`src/rtl/vsq_psum_accumulator.sv`:
```
// Accumulates scaled partial sums into one signed result per tile and hands it off on a valid/ready port.
// Optional saturation of the accumulator is enabled by defining VSQ_ACC_SAT_EN.
module vsq_psum_accumulator #(
  parameter int unsigned PSUM_W  = 24,
  parameter int unsigned ACC_W   = 32,
  parameter int unsigned NUM_VEC = 16,
  localparam int unsigned CNT_W  = $clog2(NUM_VEC + 1)
) (
  input  logic              clk,
  input  logic              rst,
  input  logic              in_valid,
  output logic              in_ready,
  input  logic [PSUM_W-1:0] in_psum,
  input  logic              in_last,
  output logic              out_valid,
  input  logic              out_ready,
  output logic [ACC_W-1:0]  out_acc,
  output logic [CNT_W-1:0]  out_cnt,
  output logic              out_sat
);

  typedef enum logic [1:0] {
    S_IDLE = 2'd0,
    S_ACC  = 2'd1,
    S_OUT  = 2'd2
  } state_t;

  state_t state_q, state_d;

  logic signed [ACC_W-1:0] acc_q;
  logic        [CNT_W-1:0] count_q;

  logic                    accept_c;
  logic                    handshake_c;
  logic                    close_c;
  logic        [CNT_W-1:0] count_inc_c;
  logic signed [ACC_W-1:0] acc_base_c;
  logic signed [ACC_W-1:0] psum_ext_c;
  logic signed [ACC_W-1:0] acc_new_c;
  logic                    sat_new_c;

  // First beat of a tile starts from zero regardless of leftover accumulator contents
  assign count_inc_c = count_q + CNT_W'(1);
  assign close_c     = in_last || (count_inc_c == CNT_W'(NUM_VEC));
  assign acc_base_c  = (count_q == '0) ? '0 : acc_q;
  assign psum_ext_c  = ACC_W'(signed'(in_psum));

`ifdef VSQ_ACC_SAT_EN
  localparam logic [ACC_W-1:0] ACC_MAX = {1'b0, {(ACC_W-1){1'b1}}};
  localparam logic [ACC_W-1:0] ACC_MIN = {1'b1, {(ACC_W-1){1'b0}}};

  logic                  sat_q;
  logic signed [ACC_W:0] sum_c;
  logic                  ovf_c;

  // One guard bit exposes overflow; the sign of the wide sum picks the clamp rail
  assign sum_c     = (ACC_W+1)'(acc_base_c) + (ACC_W+1)'(psum_ext_c);
  assign ovf_c     = sum_c[ACC_W] ^ sum_c[ACC_W-1];
  assign acc_new_c = ovf_c ? (sum_c[ACC_W] ? ACC_MIN : ACC_MAX) : sum_c[ACC_W-1:0];
  assign sat_new_c = ((count_q != '0) && sat_q) || ovf_c;

  always_ff @(posedge clk) begin
    if (rst) begin
      sat_q <= 1'b0;
    end else if (accept_c) begin
      sat_q <= sat_new_c;
    end
  end
`else
  assign acc_new_c = acc_base_c + psum_ext_c;
  assign sat_new_c = 1'b0;
`endif

  // State register
  always_ff @(posedge clk) begin
    if (rst) begin
      state_q <= S_IDLE;
    end else begin
      state_q <= state_d;
    end
  end

  // Next state and handshake decode
  always_comb begin
    state_d     = state_q;
    in_ready    = 1'b0;
    accept_c    = 1'b0;
    handshake_c = 1'b0;
    case (state_q)
      S_IDLE, S_ACC: begin
        in_ready = !rst;
        accept_c = in_valid && !rst;
        if (accept_c) begin
          state_d = close_c ? S_OUT : S_ACC;
        end
      end
      S_OUT: begin
        handshake_c = out_valid && out_ready;
        if (handshake_c) begin
          state_d = S_IDLE;
        end
      end
      default: state_d = S_IDLE;
    endcase
  end

  // Accumulator, beat counter and result registers
  always_ff @(posedge clk) begin
    if (rst) begin
      acc_q     <= '0;
      count_q   <= '0;
      out_valid <= 1'b0;
      out_acc   <= '0;
      out_cnt   <= '0;
      out_sat   <= 1'b0;
    end else if (accept_c) begin
      acc_q   <= acc_new_c;
      count_q <= count_inc_c;
      if (close_c) begin
        out_valid <= 1'b1;
        out_acc   <= acc_new_c;
        out_cnt   <= count_inc_c;
        out_sat   <= sat_new_c;
      end
    end else if (handshake_c) begin
      out_valid <= 1'b0;
      acc_q     <= '0;
      count_q   <= '0;
    end
  end

endmodule
```
`config.mk`:
```
export PLATFORM = sky130hd
export DESIGN_NAME = vsq_psum_accumulator
export DESIGN_NICKNAME = d
export VERILOG_FILES = /design/src/rtl/vsq_psum_accumulator.sv
export SDC_FILE = /design/constraint.sdc
export NUM_CORES = 1
export LEC_CHECK = 0
export ABC_AREA = 1
export CAP_MARGIN = 20
export CORE_ASPECT_RATIO = 2
export CORE_MARGIN = 3
export CORE_UTILIZATION = 54
export DETAILED_ROUTE_END_ITERATION = 8
export GPL_TIMING_DRIVEN = 0
export PLACE_DENSITY = 0.85
export SLEW_MARGIN = 10
export SYNTH_ARGS = -nofsm -noshare
export SYNTH_HDL_FRONTEND = slang
export SYNTH_SLANG_ARGS = --single-unit
export TNS_END_PERCENT = 30
```
`constraint.sdc`:
```
create_clock -name clk -period 3.8 [get_ports clk]
set_clock_uncertainty 0.15 [all_clocks]
set_input_delay 0.76 -clock clk [delete_from_list [all_inputs] [get_ports clk]]
set_output_delay 0.76 -clock clk [all_outputs]
set_load 0.03 [all_outputs]
```
==> results of run 1 <==
==> logic make-up (layout without fill, tap and decap cells) <==
| family | count (synthesis) | count (layout) | synth area share |
|---|---|---|---|
| fa+ha+maj | 35 | 35 | 0.0806 |
| buf+inv | 204 | 287 | 0.145 |
| simple gates | 532 | 532 | 0.381 |
| xor+xnor | 18 | 18 | 0.0299 |
| compound gates | 90 | 90 | 0.0835 |
| flops | 77 | 77 | 0.279 |
| other cells | 1 | 1 | 0.000678 |
==> metal layers <==
layer	vias to the layer above	global-route usage	wire length (microns)
met4	0	0.275	1620
met1	2651	0.253	5340
li1	3027	-	-
met2	175	0.556	8840
met3	84	0.0466	646
met5	-	0	0
==> Yosys cell counts, drive strengths merged, types with 2 or more instances <==
library cell,n
inv,179
xnor2,2
nor3,3
o21ai,22
o21bai,2
clkbuf,9
buf,16
nand2,342
dfxtp,77
a21oi,65
nand4,3
and2,5
nor2,127
ha,34
nand3b,3
xor2,16
nand3,48
==> state kept, by name (all words and copies together), names as in the netlist <==
signal and cells:
out_cnt 5, out_acc 32, out_valid 1, acc_q 32, state_q 2, count_q 5
==> through the flow <==
step,utilization,hold WS [ns]
global placement,0.643,0.302
finish,0.673,0.315
global route,0.673,0.330
floorplan,-,0.290
detailed placement,0.643,0.306
CTS,0.673,0.315
==> power breakdown <==
part	switching [uW]	leakage (uW)	total [uW]	internal (uW)
Clock	345	0.000140	856	511
Combinational	345	0.00270	532	187
Sequential	25.0	0.000629	878	853
Total	715	0.00347	2270	1550
==> area by class of cell <==
class,count,area share
clock inverter,5,0.00902
sequential,77,0.232
clock buffer,11,0.0350
tap,132,0.0248
multi-input combinational,676,0.478
buffer,25,0.0197
timing repair buffer,67,0.101
inverter,179,0.101
==> worst max-delay path: cells and delay by family, from the launching register on <==
family                     cells  cell delay, ns
DFF                            1            0.35
AOI/OAI and AO/OA              1            0.21
and+or+nand+nor               10            1.27
adders and majority gates      3            0.90
buffers and inverters          3            0.59
==> final timing paths <==
| path | from | endpoint | cells past startpoint |
|---|---|---|---|
| setup / recovery | count_q[0] | out_acc[16] | 17 |
| setup reg to reg | count_q[0] | out_acc[16] | 17 |
| hold / removal | acc_q[24] | acc_q[24] | 2 |
| hold reg to reg | acc_q[24] | acc_q[24] | 2 |
==> flow_summary_export.csv, run 1 <==
group,metric,value,unit
cells_and_area,antenna_cells,0,
power_and_ir_drop,pwr_density_cell,340,nW/um^2
floorplan,die_area,11600,sq um
cells_and_area,multi_input_area,3180,sq um
worst_setup_path,arrival,3.68,ns
floorplan,ios,69,
worst_setup_path,crit_fanout,10,
route,wl,16.5,mm
cells_and_area,area_delta_synth_final,20.4,%
worst_setup_path,cp-end-kind,"flip-flop",
clock_tree,htree_levels,3,
clock_tree,clock_latency,0.35,ns
floorplan,fp.dieH,149,microns
yosys,synth-async-reset-ratio,0,
grt,grt_pass1_wl,26.2,mm
cells_and_area,nFillCells,948,
yosys,netlist_instances,957,
yosys,dominantRegCellSynth,"dfxtp_1",
yosys,syn_area,5530,sq um
clock_tree,cts_setup_buffers,0,
cells_and_area,drive_gt1_frac,0.0346,
clock_tree,clk_transition_reported_paths,0.06,ns
cells_and_area,seqCellArea,1540,sq um
cells_and_area,layout_commonest_cell,"nand2_1",
worst_setup_path,crit_chain,"inv_1, ha_1, nand3_1, inv_1, clkbuf_2, nor2_1, ha_1, fa_1, nand3_1, nand3_1, nand2_1, nand2_1, nand2_1, nand2_1, or2_2, a21oi_1, nor2_1",
worst_setup_path,reg2reg_slack,0.21,ns
clock_tree,post_cts_resize_count,0,
route,vias_per_cell,5.07,
route,ant_nets,0,
yosys,avgSynthCellArea,5.78,sq um
clock_tree,root_buffer,"clkbuf_16",
cells_and_area,instances_no_fill,1172,
timing,slew_headroom,0.639,
yosys,ys_ff_latch,77,
timing,setup_tns,0,ns
route,drc_errors,0,
floorplan,die_w,77.5,microns
worst_setup_path,critPathSlowestCell,"fa_1",
timing,finalCritPeriodShare,0.945,
timing,fmax,278,MHz
place,place_congestion,1.02,
timing,worstMarginPinSlew,0.542,ns
timing,rsz0062_at_grt,"false",
yosys,synth-edff-count,0,
floorplan,rows,51,
worst_hold_path,hp-class,"flip-flop to flip-flop",
yosys,yosysTopAreaCellShare,0.279,
route,num_vias,5937,
timing,setup_ws,0.209,ns
cells_and_area,final_cell_mix,"nand2_1 (341), inv_1 (179), nor2_1 (127), dfxtp_1 (77), clkdlybuf4s50_1 (67)",
grt,antenna_found_initial,0,
route,first_pass_iters,8,
timing,drv_slew,0,
worst_setup_path,required,3.88,ns
route,routedWlPerCell,14.0,microns
worst_setup_path,start_kind,"flip-flop",
timing,setup_viol,0,
timing,min_period,3.59,ns
worst_setup_path,cp_common_cell,"nand2_1",
yosys,synth.area.top_cells,"dfxtp_1 (28%), nand2_1 (23%), inv_1 (12%)",
worst_setup_path,setup.worst_path.class,"flip-flop to flip-flop",
grt,grt_start_max_net_pins,14,
yosys,syn_nets,1021,
place,dp.cells,1156,
yosys,netlist-cell-type-count,29,
power_and_ir_drop,peakVddDrop,251,uV
place,dpl.hpwl,13.4,mm
grt,grt_pass1_vias,5792,
cells_and_area,nNetsFinal,1099,
outcome,outcome,"completed",
floorplan,core,9890,sq um
place,dpl_cell_area,6360,sq um
worst_setup_path,cpPeakStageDelay,0.50,ns
timing,hold_viol,0,
yosys,yosysTopAreaCell,"dfxtp_1",
floorplan,start_util,0.559,
clock_tree,cts_buffers,9,
place,pre_cts_ws,0.0806,ns
grt,grt_overflow,0,
clock_tree,ctsHoldBuffers,0,
clock_tree,cts.path.max_buffers,2,
place,io_buffers,67,
yosys,synth-seq-area-share,0.279,
job,maxCapViolations,0,
clock_tree,cts_sinks,77,
cells_and_area,fin_area,6660,sq um
power_and_ir_drop,power.total,2270,uW
grt,grt_use_total,0.294,
route,drt_iter0_markers,301,
power_and_ir_drop,p_leak,0.00347,uW
clock_tree,cts_tree,"done",
yosys,yosysWarnings,0,
Power figures use the tool's default switching activity.
==> inputs of run 2 (changes only) <==
--- a/config.mk
+++ b/config.mk
@@ -11,7 +11,7 @@
 export CORE_MARGIN = 3
 export CORE_UTILIZATION = 54
 export DETAILED_ROUTE_END_ITERATION = 8
-export GPL_TIMING_DRIVEN = 0
+export GPL_TIMING_DRIVEN = 1
 export PLACE_DENSITY = 0.85
 export SLEW_MARGIN = 10
 export SYNTH_ARGS = -nofsm -noshare
==> run 2 against run 1 <==
Fmax rose by 7.3%. Core utilization fell by 0.16 points. Combinational power barely moved. Clock power rose by 11%. Critical path type unchanged. Critical endpoint unchanged.
==> flow_summary_export.csv, run 2 (synthesis results as in run 1) <==
group,metric,value,unit
place,dpl_cell_area,6320,sq um
timing,slew_headroom,0.561,
route,ant_nets,0,
floorplan,fp.dieH,149,microns
worst_setup_path,r2r-end,"out_acc[16]",
timing,setup_tns,0,ns
worst_setup_path,crit_start,"count_q[0]",
outcome,outcome,"completed",
timing,fmax,299,MHz
cells_and_area,drive_gt1_frac,0.0313,
timing,drv_slew,0,
power_and_ir_drop,pwr-share-seq,0.372,
grt,grt_pass1_wl,27.0,mm
route,vias_per_cell,5.06,
timing,worstMarginPinSlew,0.659,ns
floorplan,rows,51,
timing,hold_viol,0,
route,drc_errors,0,
worst_setup_path,required,3.89,ns
worst_setup_path,rr_startpoint,"count_q[0]",
worst_hold_path,hp-class,"flip-flop to flip-flop",
grt,grt_overflow,0,
clock_tree,clk_transition_reported_paths,0.06,ns
floorplan,die_area,11600,sq um
power_and_ir_drop,p_leak,0.00345,uW
clock_tree,ctsHoldBuffers,0,
grt,grt_start_max_net_pins,58,
clock_tree,root_buffer,"clkbuf_16",
clock_tree,post_cts_resize_count,0,
place,place_congestion,1.05,
cells_and_area,top_regs,"acc_q: 32 flops, out_acc: 32 flops",
grt,grt_pass1_vias,5988,
clock_tree,cts_buffers,9,
route,num_vias,5849,
place,io_buffers,67,
worst_hold_path,holdPathEnd,"acc_q[31]",
worst_hold_path,holdPathStages,2,
worst_setup_path,reg2reg_slack,0.45,ns
power_and_ir_drop,pwr_density_cell,356,nW/um^2
timing,finalCritPeriodShare,0.881,
power_and_ir_drop,sw_frac_of_total,0.313,
worst_setup_path,start_kind,"flip-flop",
worst_setup_path,cp-end-kind,"flip-flop",
place,dpl.hpwl,13.0,mm
route,routedWlPerCell,14.5,microns
job,maxCapViolations,0,
timing,rsz0062_at_grt,"false",
cells_and_area,nNetsFinal,1083,
cells_and_area,area_delta_synth_final,20.1,%
timing,min_period,3.35,ns
worst_setup_path,crit_fanout,17,
worst_setup_path,r2r_cells,17,
clock_tree,cts_tree,"done",
power_and_ir_drop,p_int,1620,uW
grt,grt_use_total,0.303,
floorplan,die_w,77.5,microns
clock_tree,cts_sinks,77,
clock_tree,cts_setup_buffers,0,
route,drt_iter0_markers,322,
power_and_ir_drop,p_sw,739,uW
route,wl,16.8,mm
worst_hold_path,worstHoldStart,"acc_q[31]",
worst_setup_path,setup.worst_path.class,"flip-flop to flip-flop",
clock_tree,cts.path.max_buffers,2,
floorplan,start_util,0.559,
cells_and_area,layout_commonest_cell,"nand2_1",
power_and_ir_drop,pwr-share-comb,0.226,
route,first_pass_iters,4,
clock_tree,clock_latency,0.35,ns
timing,setup_viol,0,
clock_tree,htree_levels,3,
worst_setup_path,arrival,3.44,ns
floorplan,core,9890,sq um
cells_and_area,final_cell_mix,"nand2_1 (341), inv_1 (179), nor2_1 (126), dfxtp_1 (77), clkdlybuf4s50_1 (66)",
grt,antenna_found_initial,0,
power_and_ir_drop,p_clk_frac,0.402,
floorplan,ios,69,
cells_and_area,fin_area,6640,sq um
power_and_ir_drop,peakVddDrop,361,uV
cells_and_area,antenna_cells,0,
-- run 2: cell types whose count changed in the layout (fill, tap and decap cells not counted), sizes merged --
cell	change
buf	-6
bufinv	+1
clkbuf	-10
clkdlybuf4s50	-1
clkinv	-1
inv	+1
-- run 2: layout make-up --
| type | instances | area, sq um |
|---|---|---|
| clock buffers | 10 | 229 |
| clock inverters | 6 | 93.8 |
| fillers | 966 | 3250 |
| inverters | 179 | 672 |
| multi-input cells | 676 | 3190 |
| flip-flops and latches | 77 | 1540 |
| well taps | 132 | 165 |
| repair buffers | 76 | 746 |
-- run 2: power groups by stage --
stage	combinational [uW]	clock (uW)	sequential, uW
6_report	533	950	879
3_3_place_gp	520	0	894
3_5_place_dp	525	0	896
5_1_grt	588	985	884
4_1_cts	530	955	879
2_1_floorplan	302	0	931
-- run 2: worst max path at each step --
| stage | endpoint | slack (ns) | cells past startpoint |
|---|---|---|---|
| 2_1_floorplan | out_acc[16] | 0.92 | 17 |
| 3_3_place_gp | out_acc[16] | 0.49 | 12 |
| 3_5_place_dp | out_acc[16] | 0.49 | 12 |
| 4_1_cts | out_acc[16] | 0.48 | 17 |
| 5_1_grt | out_acc[16] | 0.23 | 17 |
| 6_report | out_acc[16] | 0.45 | 17 |
-- run 2: worst max-delay path, cell delays in order, from the launching register on --
cell and delay, ns:
dfxtp_1 0.36, inv_1 0.11, ha_1 0.15, nand3_1 0.13, inv_1 0.10, buf_4 0.27, nor2_1 0.08, ha_1 0.28
fa_1 0.48, nand3_1 0.12, nand3_1 0.14, nand2_1 0.09, nand2_1 0.14, nand2_1 0.11, nand2_1 0.06, or2_2 0.28
a21oi_1 0.14, nor2_1 0.05
-- run 2: metal layers --
metal | vias to the layer above | GRT usage | wire length [microns] | share of wire
met5 | - | 0 | 0 | 0
met4 | 0 | 0.315 | 1850 | 0.11
met3 | 102 | 0.0417 | 556 | 0.033
met2 | 174 | 0.571 | 8770 | 0.52
met1 | 2576 | 0.254 | 5630 | 0.34
li1 | 2997 | - | - | -
-- run 2: per-stage QoR --
stage                     utilization  power, uW  setup WS (ns)  cells  hold slack [ns]
after global routing            0.671       2460          0.233   1156            0.332
after CTS                       0.671       2360          0.479   1156            0.315
final                           0.671       2360          0.453   1156            0.316
after detailed placement        0.639       1420          0.495   1140            0.305
after floorplan                     -       1230          0.916    957            0.290
after global placement          0.639       1410          0.490   1140            0.300
==> inputs of run 3 (changes only) <==
--- a/config.mk
+++ b/config.mk
@@ -11,8 +11,9 @@
 export CORE_MARGIN = 3
 export CORE_UTILIZATION = 54
 export DETAILED_ROUTE_END_ITERATION = 8
+export DONT_BUFFER_PORTS = 1
 export GPL_TIMING_DRIVEN = 1
-export PLACE_DENSITY = 0.85
+export PLACE_DENSITY = 0.76
 export SLEW_MARGIN = 10
 export SYNTH_ARGS = -nofsm -noshare
 export SYNTH_HDL_FRONTEND = slang
==> run 3 against run 2 <==
Sequential share of layout area increased by 2.8 points. Register-to-register slack improved by 0.18 ns. Total power down 8.6%. Via count is 5.8% lower. Critical path depth did not move. Fmax rose by 5.7%. Cell area fell by 11%. Sequential power rose by 5.0%. Core utilization is 7.3 points lower. Wire length decreased by 3.7%. Worst hold slack got worse by 0.0078 ns. Non-clock buffer count decreased by 69. Critical path type unchanged. Highest routed layer unchanged.
==> flow_summary_export.csv, run 3 (synthesis results as in run 1) <==
group,metric,value,unit
worst_setup_path,arrival,3.25,ns
route,routedWlPerCell,14.9,microns
worst_hold_path,hp-class,"flip-flop to flip-flop",
cells_and_area,final_cell_mix,"nand2_1 (341), inv_1 (179), nor2_1 (126), dfxtp_1 (77), a21oi_1 (64)",
power_and_ir_drop,p_int,1430,uW
grt,grt_overflow,0,
cells_and_area,drive_gt1_frac,0.0314,
power_and_ir_drop,sw_frac_of_total,0.336,
timing,drv_slew,0,
power_and_ir_drop,pwr-share-comb,0.186,
cells_and_area,top_regs,"acc_q: 32 flops, out_acc: 32 flops",
grt,grt_pass1_wl,25.8,mm
cells_and_area,instances_no_fill,1087,
route,wl,16.2,mm
clock_tree,clk_transition_reported_paths,0.07,ns
grt,antenna_found_initial,0,
timing,finalCritPeriodShare,0.833,
worst_setup_path,start_kind,"flip-flop",
power_and_ir_drop,p_sw,725,uW
place,dpl.hpwl,12.6,mm
place,place_congestion,0.977,
job,maxCapViolations,0,
route,vias_per_cell,5.07,
timing,worstMarginPinSlew,0.534,ns
power_and_ir_drop,pwr-share-seq,0.427,
worst_setup_path,cp-end-kind,"flip-flop",
outcome,outcome,"completed",
worst_setup_path,rr_startpoint,"count_q[0]",
grt,grt_pass1_vias,5449,
power_and_ir_drop,p_leak,0.00318,uW
timing,hold_viol,0,
clock_tree,cts_buffers,9,
route,first_pass_iters,4,
worst_setup_path,setup.worst_path.class,"flip-flop to flip-flop",
clock_tree,clock_latency,0.34,ns
power_and_ir_drop,p_clk_frac,0.387,
floorplan,core,9890,sq um
grt,grt_start_max_net_pins,59,
place,io_buffers,0,
timing,min_period,3.17,ns
clock_tree,cts_tree,"done",
worst_setup_path,crit_fanout,31,
worst_hold_path,worstHoldStart,"acc_q[22]",
timing,slew_headroom,0.643,
floorplan,fp.dieH,149,microns
floorplan,rows,51,
cells_and_area,antenna_cells,0,
timing,fmax,316,MHz
cells_and_area,area_delta_synth_final,7.11,%
floorplan,die_area,11600,sq um
timing,setup_viol,0,
worst_setup_path,cp_common_cell,"nand2_1",
route,drt_iter0_markers,251,
floorplan,die_w,77.5,microns
floorplan,ios,69,
worst_setup_path,crit_start,"count_q[0]",
power_and_ir_drop,peakVddDrop,238,uV
route,num_vias,5508,
route,drc_errors,0,
cells_and_area,nNetsFinal,1014,
timing,rsz0062_at_grt,"false",
floorplan,start_util,0.559,
clock_tree,root_buffer,"clkbuf_16",
worst_setup_path,critPathSlowestCell,"fa_1",
worst_setup_path,crit_chain,"inv_1, ha_1, nand3_1, inv_1, buf_12, nor2_1, ha_1, fa_1, nand3_1, nand3_1, nand2_1, nand2_1, nand2_1, nand2_1, or2_2, a21oi_1, nor2_1",
grt,grt_use_total,0.292,
cells_and_area,nFillCells,1062,
worst_setup_path,cpPeakStageDelay,0.48,ns
clock_tree,htree_levels,3,
power_and_ir_drop,pwr_density_cell,365,nW/um^2
place,dp.cells,1071,
clock_tree,ctsHoldBuffers,0,
clock_tree,post_cts_resize_count,0,
cells_and_area,layout_commonest_cell,"nand2_1",
worst_setup_path,required,3.89,ns
clock_tree,cts_setup_buffers,0,
timing,setup_tns,0,ns
clock_tree,cts.path.max_buffers,2,
clock_tree,cts_sinks,77,
route,ant_nets,0,
[run 3: per-layer routing]
metal  GRT usage  up-vias  part of all wire
li1            -     2867                 -
met1       0.264     2418              0.33
met2       0.568      157              0.54
met3      0.0490       66             0.047
met4       0.203        0             0.075
met5           0        -                 0
[run 3: worst paths after layout]
path,end,slack (ns),cells after the start
worst min-delay path,acc_q[22],0.31,2
worst max-delay path,out_acc[16],0.63,17
worst max register to register,out_acc[16],0.63,17
worst min register to register,acc_q[22],0.31,2
[run 3: power groups by stage]
stage | clock network (uW) | registers, uW | logic, uW
after floorplan | 0 | 931 | 302
after global placement | 0 | 940 | 395
after detailed placement | 0 | 941 | 399
after CTS | 850 | 923 | 401
after global routing | 870 | 927 | 457
final | 836 | 923 | 401
[run 3: worst max-delay path: cells and delay by family (launching register included)]
family,cells,cell delay (ns)
AOI/OAI and AO/OA,1,0.16
adders and majority gates,3,0.87
buffers and inverters,3,0.41
DFF,1,0.35
and+or+nand+nor,10,1.12
[run 3: metrics by stage]
step	utilization	worst slack [ns]	total power [uW]	hold WS, ns	area (sq um)
floorplan	-	0.916	1230	0.290	5530
global placement	0.570	0.669	1340	0.297	5640
detailed placement	0.570	0.624	1340	0.299	5640
CTS	0.599	0.608	2170	0.309	5920
global route	0.599	0.317	2250	0.318	5920
finish	0.599	0.633	2160	0.308	5920
[run 3: cell type report]
cell class | instances | area (sq um) | share of cell area
multi-input cells | 676 | 3190 | 0.540
repair buffers | 7 | 65.1 | 0.0110
well taps | 132 | 165 | 0.0279
clock inverters | 7 | 57.6 | 0.00972
flip-flops and latches | 77 | 1540 | 0.260
inverters | 179 | 672 | 0.113
clock buffers | 9 | 225 | 0.0380
